File: src/rtl/braille_round_sequencer.sv
// Multi-round Braille training sequencer: symbol request, timed answer capture, grader hand-off.
// Optional build macro BRAILLE_EARLY_ADVANCE_EN lets the skip strobe end a round like a timeout.
module braille_round_sequencer #(
    parameter int NUM_ROUNDS = 5,
    parameter int DATA_W     = 4
) (
    input  logic                         clk,
    input  logic                         rst,
    input  logic                         mode,
    input  logic                         update,
    input  logic                         timeout2sec,
    input  logic                         skip,
    input  logic [DATA_W-1:0]            rain,
    output logic                         reqlfsr,
    output logic                         req2sec,
    output logic                         segen,
    output logic                         allowgt,
    output logic [NUM_ROUNDS*DATA_W-1:0] raout,
    output logic [3:0]                   round_idx,
    output logic                         busy
);

    localparam logic [3:0] LAST_IDX = 4'(NUM_ROUNDS - 1);

    typedef enum logic [2:0] {
        IDLE,
        START,
        REQ,
        LOAD,
        WAIT,
        STOP
    } state_e;

    state_e                       state_q;
    logic                         reqlfsr_q;
    logic                         req2sec_q;
    logic                         segen_q;
    logic                         allowgt_q;
    logic                         busy_q;
    logic [3:0]                   idx_q;
    logic [NUM_ROUNDS*DATA_W-1:0] raout_q;
    logic [NUM_ROUNDS*DATA_W-1:0] raout_d;
    logic                         round_done;

`ifdef BRAILLE_EARLY_ADVANCE_EN
    assign round_done = timeout2sec | skip;
`else
    logic unused_skip;
    assign unused_skip = skip;
    assign round_done  = timeout2sec;
`endif

    // Only the slot addressed by the current round follows the live input.
    always_comb begin
        raout_d = raout_q;
        for (int k = 0; k < NUM_ROUNDS; k++) begin
            if (idx_q == 4'(k)) begin
                raout_d[k*DATA_W +: DATA_W] = rain;
            end
        end
    end

    // A low mode aborts from any state; in IDLE it simply keeps the cleared outputs.
    always_ff @(posedge clk) begin
        if (!rst || !mode) begin
            state_q   <= IDLE;
            reqlfsr_q <= 1'b0;
            req2sec_q <= 1'b0;
            segen_q   <= 1'b0;
            allowgt_q <= 1'b0;
            busy_q    <= 1'b0;
            idx_q     <= '0;
            raout_q   <= '0;
        end else begin
            case (state_q)
                IDLE: begin
                    state_q <= START;
                end
                START: begin
                    if (update) begin
                        allowgt_q <= 1'b0;
                        raout_q   <= '0;
                        idx_q     <= '0;
                        busy_q    <= 1'b1;
                        state_q   <= REQ;
                    end
                end
                REQ: begin
                    reqlfsr_q <= 1'b1;
                    segen_q   <= 1'b1;
                    req2sec_q <= 1'b1;
                    state_q   <= LOAD;
                end
                LOAD: begin
                    reqlfsr_q <= 1'b0;
                    state_q   <= WAIT;
                end
                WAIT: begin
                    raout_q <= raout_d;
                    if (round_done) begin
                        req2sec_q <= 1'b0;
                        if (idx_q == LAST_IDX) begin
                            busy_q  <= 1'b0;
                            state_q <= STOP;
                        end else begin
                            idx_q   <= idx_q + 4'd1;
                            state_q <= REQ;
                        end
                    end
                end
                STOP: begin
                    allowgt_q <= 1'b1;
                    segen_q   <= 1'b0;
                    idx_q     <= '0;
                    state_q   <= START;
                end
                default: begin
                    state_q <= IDLE;
                end
            endcase
        end
    end

    assign reqlfsr   = reqlfsr_q;
    assign req2sec   = req2sec_q;
    assign segen     = segen_q;
    assign allowgt   = allowgt_q;
    assign raout     = raout_q;
    assign round_idx = idx_q;
    assign busy      = busy_q;

endmodule

File: config.mk
export PLATFORM = sky130hd
export DESIGN_NAME = braille_round_sequencer
export DESIGN_NICKNAME = d
export VERILOG_FILES = /design/src/rtl/braille_round_sequencer.sv
export SDC_FILE = /design/constraint.sdc
export NUM_CORES = 1
export LEC_CHECK = 0
export ABC_AREA = 1
export BUFFER_PORTS_ARGS = -buffer_cell sky130_fd_sc_hd__buf_4
export CAP_MARGIN = 20
export CORE_MARGIN = 10
export CORE_UTILIZATION = 47
export DETAILED_ROUTE_END_ITERATION = 8
export PLACE_DENSITY = 0.75
export SYNTH_ARGS = -nofsm -noshare
export SYNTH_HDL_FRONTEND = slang
export SYNTH_SLANG_ARGS = --single-unit
File: constraint.sdc
create_clock -name clk -period 1.3 [get_ports clk]
set_input_delay 0.26 -clock clk [delete_from_list [all_inputs] [get_ports clk]]
set_output_delay 0.26 -clock clk [all_outputs]
set_load 0.02 [all_outputs]
==> impl_metrics.tcl, run 1 <==
set metrics [dict create \
    timing.final.max_slew_violations 0 \
    grt_overflow 0 \
    synthToLayoutAreaGrowth_pct 49.6 \
    final_cells 356 \
    hold_path_class "in -> reg" \
    p_per_area_nw_per_um2 862 \
    synth-edff-count 0 \
    finalHoldViolations 0 \
    die_h_um 78.8 \
    synth_area_um2 1620 \
    syn-instance-count 249 \
    dp_cells 342 \
    rsz0062_at_grt "yes" \
    die-area_um2 6200 \
    violations "negative setup slack" \
    die-width_um 78.8 \
    slew_headroom_pct 75.7 \
    layout_setup_ws_ps -55.0 \
    routabilityCongestion 0.859 \
    cp.required_ps 1550 \
    drive_gt1_share_pct 43.9 \
    end_kind "register" \
    p_leak_nw 1.18 \
    htreeDepth 2 \
    hold_buffers 0 \
    grt_max_degree 24 \
    vias 1698 \
    critPathKind "reg -> reg" \
    drcViolationCount 0 \
    tightestPinTransition_ps 361 \
    avgViaCountPerCell 4.77 \
    status "finished with violations" \
    ios 39 \
    grt_pass1_wl_mm 6.57 \
    wl_per_cell_um 12.8 \
    cts-buffers-inserted 5 \
    drtAntennaViolNets 0 \
    portBuffers 37 \
    antennaDiodeCount 0 \
    finalNetCount 323 \
    drtIter0Drc 133 \
    synth_seq_cells 32 \
    setup_viol 1 \
    num_rows 21 \
    synth_warnings 0 \
    totalWireLength_mm 4.54 \
    synth_ff_type "dfxtp_1" \
    cp_max_fo 8 \
    post_synth.cell_area_avg_um2 6.52 \
    grt_pass1_vias 1561 \
    async_flop_share_pct 0 \
    crit_path_start_kind "register" \
    track_usage_pct 12.7 \
    critical_path_arrival_ps 1600 \
    dp_hpwl_mm 2.84 \
    clk_pin_slew_ps 100 \
    firstDrtPassIters 4 \
    cts_tree "yes" \
    finalSetupTns_ps -55.0 \
    finalCritPeriodShare_pct 104 \
    clockRootBuffer "clkbuf_4" \
    synth_nets 263 \
    antenna_found_initial 0 \
    yosysSeqAreaShare_pct 39.5 \
    clockBufferDepth 2 \
    cts.sinks 32 \
    max_freq_mhz 738 \
    peakVddDrop_v 0.000690 \
    initial_utilization_pct 48.6 \
    clock-skew-final_ps 7.20 \
    nFillCells 264 \
    coreArea_um2 3340 \
    period_needed_ps 1360 \
    synth.distinct_cells 22 \
    max-cap-violations 0 \
    clk_latency_ps 340 \
]
-- path summary, 6_finish.rpt --
kind           endpoint  cells past startpoint        from  slack [ps]
max           raout[17]                      9  state_q[0]         -60
max reg2reg   raout[17]                      9  state_q[0]         -60
min reg2reg     allowgt                      2     allowgt         490
min          state_q[0]                      4      update         240
-- stage by stage --
step / power [mW] / utilization [%] / hold WS (ps) / cell area, µm² / setup WS (ps)
6_report: 2.09 / 72.7 / 235 / 2430 / -55.0
5_1_grt: 2.19 / 72.7 / 252 / 2430 / -118
4_1_cts: 2.03 / 64.8 / 233 / 2160 / 4.62
3_5_place_dp: 1.37 / 61.9 / 476 / 2070 / -65.4
3_3_place_gp: 1.36 / 61.9 / 463 / 2070 / -60.1
2_1_floorplan: 1.25 / - / 447 / 1640 / 6.49
-- where the power goes --
group          internal (mW)  switching, mW  leakage, nW
Combinational          0.160          0.233        0.879
Sequential              1.00         0.0240        0.264
Clock                  0.326          0.350       0.0404
Total                   1.49          0.607         1.18
-- what timing repair did --
item,4_1_cts,5_1_grt
buffers inserted,0,5
pin swaps,3,17
setup endpoints to repair,24,26
resized for setup,7,67
gates cloned,0,1
-- flip-flops by register name, summed over array words and instances, names as in the netlist --
register	count
busy	1
req2sec	1
state_q	3
raout	20
round_idx	4
allowgt	1
reqlfsr	1
segen	1
-- synth_stat cells (4+ instances only) --
cell	instances	area, µm²
nor2_1	43	161
ha_1	4	50.1
nand2_1	73	274
nand3_1	17	85.1
nor2_2	8	50.1
o21ai_0	4	20.0
nand2_4	5	56.3
inv_2	5	18.8
dfxtp_1	32	641
nand2_2	4	25.0
a21oi_1	7	35.0
inv_1	37	139
-- layout make-up --
| cell class | count | area, µm² | share of cell area (%) |
|---|---|---|---|
| Clock buffer | 7 | 66.3 | 2.73 |
| Clock inverter | 1 | 5.00 | 0.206 |
| Inverter | 43 | 186 | 7.68 |
| Multi-Input combinational cell | 170 | 986 | 40.6 |
| Sequential cell | 32 | 664 | 27.4 |
| Tap cell | 46 | 57.6 | 2.37 |
| Timing Repair Buffer | 56 | 457 | 18.8 |
| Timing Repair inverter | 1 | 5.00 | 0.206 |
-- per-layer routing --
| layer | vias to the layer above | track usage (%) | part of all wire, % |
|---|---|---|---|
| li1 | 866 | - | - |
| met1 | 786 | 13.6 | 42 |
| met2 | 38 | 22.0 | 51 |
| met3 | 8 | 4.84 | 5.9 |
| met4 | 0 | 5.38 | 1.3 |
| met5 | - | 0 | 0 |
-- cell usage in the layout (no fill, tap or decap), types with 6 or more instances in the layout --
cell type,Yosys,routed
dfxtp_4,0,6
nand2_1,73,50
nor2_2,8,10
nand3_1,17,16
nor2_1,43,36
a21oi_1,7,7
dfxtp_1,32,25
inv_1,37,31
buf_4,0,51
inv_2,5,6
nand2_4,5,7
nand2_2,4,22
-- logic make-up (layout without fill, tap and decap cells) --
family / after synthesis / in the layout / synth area share, %
AND/OR/NAND/NOR: 153 / 153 / 41.5
buffers and inverters: 47 / 108 / 11.6
flip-flops: 32 / 32 / 39.5
AO/OA/AOI/OAI: 13 / 13 / 4.39
adder cells (fa/ha/maj): 4 / 4 / 3.08
-- worst max-delay path: stages, from the launching register on --
cell      delay [ps]
dfxtp_4          430
inv_4             50
nor2_4           130
nand3_4          100
nand2_4          110
clkinv_8         100
nand2_8          120
nand2_2           60
nand2_1          100
nor2_2            40
Power figures use the tool's default switching activity.
==> inputs of run 2 (changes only) <==
--- a/config.mk
+++ b/config.mk
@@ -5,13 +5,13 @@
 export SDC_FILE = /design/constraint.sdc
 export NUM_CORES = 1
 export LEC_CHECK = 0
-export ABC_AREA = 1
+export ABC_CLOCK_PERIOD_IN_PS = 1300
 export BUFFER_PORTS_ARGS = -buffer_cell sky130_fd_sc_hd__buf_4
 export CAP_MARGIN = 20
 export CORE_MARGIN = 10
-export CORE_UTILIZATION = 47
+export CORE_UTILIZATION = 45
 export DETAILED_ROUTE_END_ITERATION = 8
-export PLACE_DENSITY = 0.75
+export PLACE_DENSITY = 0.74
 export SYNTH_ARGS = -nofsm -noshare
 export SYNTH_HDL_FRONTEND = slang
 export SYNTH_SLANG_ARGS = --single-unit
==> impl_metrics.tcl, run 2 <==
set metrics [dict create \
    status "finished with violations" \
    violations "negative setup slack" \
    p_leak_nw 0.818 \
    finalCritPeriodShare_pct 107 \
    grt_pass1_vias 1330 \
    routabilityCongestion 0.801 \
    die-width_um 75 \
    p_per_area_nw_per_um2 806 \
    grt-busiest-layer "met2" \
    synth_warnings 0 \
    dp_slack_ps -202 \
    max-cap-violations 0 \
    portBuffers 37 \
    track_usage_pct 13.9 \
    cp.required_ps 1510 \
    avgViaCountPerCell 5.53 \
    antenna_found_initial 0 \
    yosysMostFrequentCell "dfxtp_1" \
    finalNetCount 229 \
    clockRootBuffer "clkbuf_4" \
    die_h_um 75 \
    internal_power_mw 1.24 \
    hold_buffers 0 \
    finalHoldViolations 0 \
    vias 1361 \
    synth.distinct_cells 35 \
    layout_setup_ws_ps -88.3 \
    antennaDiodeCount 0 \
    timing.final.max_slew_violations 0 \
    p_total_mw 1.64 \
    firstDrtPassIters 4 \
    synth_top_area_share_pct 47.1 \
    cts_tree "yes" \
    clock-skew-final_ps 5.29 \
    setup_viol 14 \
    drtAntennaViolNets 0 \
    cp_max_fo 3 \
    initial_utilization_pct 48.1 \
    power.share.sequential_pct 60.0 \
    crit_path_start "round_idx[0]" \
    synth_area_um2 1360 \
    switchingPower_mw 0.402 \
    synth_ff_type "dfxtp_1" \
    final_util_pct 71.8 \
    netlist_top_cells_count "32 x dfxtp_1, 26 x o21ai_0, 21 x nand3_1" \
    synth-edff-count 0 \
    layout_commonest_cell "buf_4" \
    coreArea_um2 2830 \
    grt_pass1_wl_mm 6.03 \
    totalWireLength_mm 3.80 \
    rsz0062_at_grt "yes" \
    synth_nets 169 \
    synth_seq_cells 32 \
    grt.met1_usage_pct 14.9 \
    pwr-share-clk_pct 31.7 \
    grt_overflow 0 \
    combPwrFrac_pct 8.4 \
    wl_per_cell_um 15.4 \
    synth.largest_area_cell "dfxtp_1" \
    clockBufferDepth 2 \
    yosys-top-cells-area "dfxtp_1 47%, o21ai_0 9.6%, nand3_1 7.7%, ha_1 3.7%, nand2_1 3.3%" \
    htreeDepth 2 \
    grt_max_degree 17 \
    final_cell_mix "57 x buf_4, 25 x dfxtp_1, 15 x o21ai_1" \
    crit_path_start_kind "register" \
    ios 39 \
    peakVddDrop_v 0.000533 \
    post_synth.cell_area_avg_um2 8.78 \
    reg2reg_from "round_idx[0]" \
    min-delay-start "timeout2sec" \
    async_flop_share_pct 0 \
    critical_path_arrival_ps 1600 \
    drcViolationCount 0 \
    cts-buffers-inserted 5 \
    num_rows 19 \
    largest_reg_flops 20 \
    grt_use_met2_pct 23.6 \
    die-area_um2 5630 \
    clk_latency_ps 330 \
    tightestPinTransition_ps 434 \
    period_needed_ps 1390 \
    syn-instance-count 155 \
    yosysSeqAreaShare_pct 47.1 \
    critPathKind "reg -> reg" \
    slew_headroom_pct 71.1 \
    r2r_slack_ps -90 \
    synthToLayoutAreaGrowth_pct 49.3 \
    cts.sinks 32 \
    max_freq_mhz 720 \
    hold_path_class "in -> reg" \
    drtIter0Drc 65 \
    end_kind "register" \
    dp_hpwl_mm 2.81 \
    drive_gt1_share_pct 47.4 \
    gr-usage-met3_pct 5.91 \
    clk_pin_slew_ps 90 \
    switching_share_pct 24.5 \
]
-- run 2: logic make-up (layout without fill, tap and decap cells) --
| family | after synthesis | count (layout) | share of synthesized area (%) |
|---|---|---|---|
| AND/OR/NAND/NOR | 61 | 61 | 25.1 |
| AO/OA/AOI/OAI | 46 | 46 | 19.3 |
| flip-flops | 32 | 32 | 47.1 |
| buffers and inverters | 10 | 70 | 3.40 |
| adder cells (fa/ha/maj) | 4 | 4 | 3.68 |
| multiplexers | 2 | 2 | 1.47 |
-- run 2: worst paths after layout --
check | end | cells after the start
max | round_idx[3] | 6
min | busy | 2
max reg2reg | round_idx[3] | 6
min reg2reg | raout[3] | 2
-- run 2: area by class of cell --
type / count / area (µm²)
Multi-Input combinational cell: 113 / 808
Clock inverter: 1 / 5.00
Timing Repair Buffer: 59 / 459
Tap cell: 31 / 38.8
Sequential cell: 32 / 662
Fill cell: 219 / 797
Clock buffer: 6 / 41.3
Inverter: 4 / 17.5
-- run 2: power groups by stage --
stage / logic (mW) / registers, mW / clock network (mW)
6_report: 0.137 / 0.982 / 0.519
5_1_grt: 0.148 / 0.983 / 0.566
3_3_place_gp: 0.111 / 1.01 / 0
2_1_floorplan: 0.0665 / 1.01 / 0
3_5_place_dp: 0.114 / 1.01 / 0
4_1_cts: 0.122 / 0.985 / 0.528
-- run 2: routing by layer --
metal  vias up  routed length [µm]  part of all wire (%)
met1       637                1620                    43
met5         -                   0                     0
met4         0                  29                  0.76
met3         4                 326                   8.6
met2        37                1820                    48
li1        683                   -                     -
-- run 2: repair_timing --
action | 4_1_cts | 5_1_grt
endpoints found under the setup margin | 27 | 32
buffers inserted | 5 | 1
pin swaps | 8 | 8
resized for setup | 16 | 31
-- run 2: worst max-delay path, cell delays in order, from the launching register on --
cell	delay, ps
dfxtp_4	370
inv_4	40
ha_4	150
nand3b_1	150
a31oi_2	170
a211oi_1	260
o32ai_2	130
-- run 2: through the flow --
stage	cells	hold WS (ps)	setup TNS, ps	area, µm²
floorplan	155	450	0	1410
global route	246	215	-1810	2030
CTS	245	190	-868	1930
finish	246	204	-380	2030
detailed placement	233	465	-3400	1810
global placement	233	455	-2170	1810
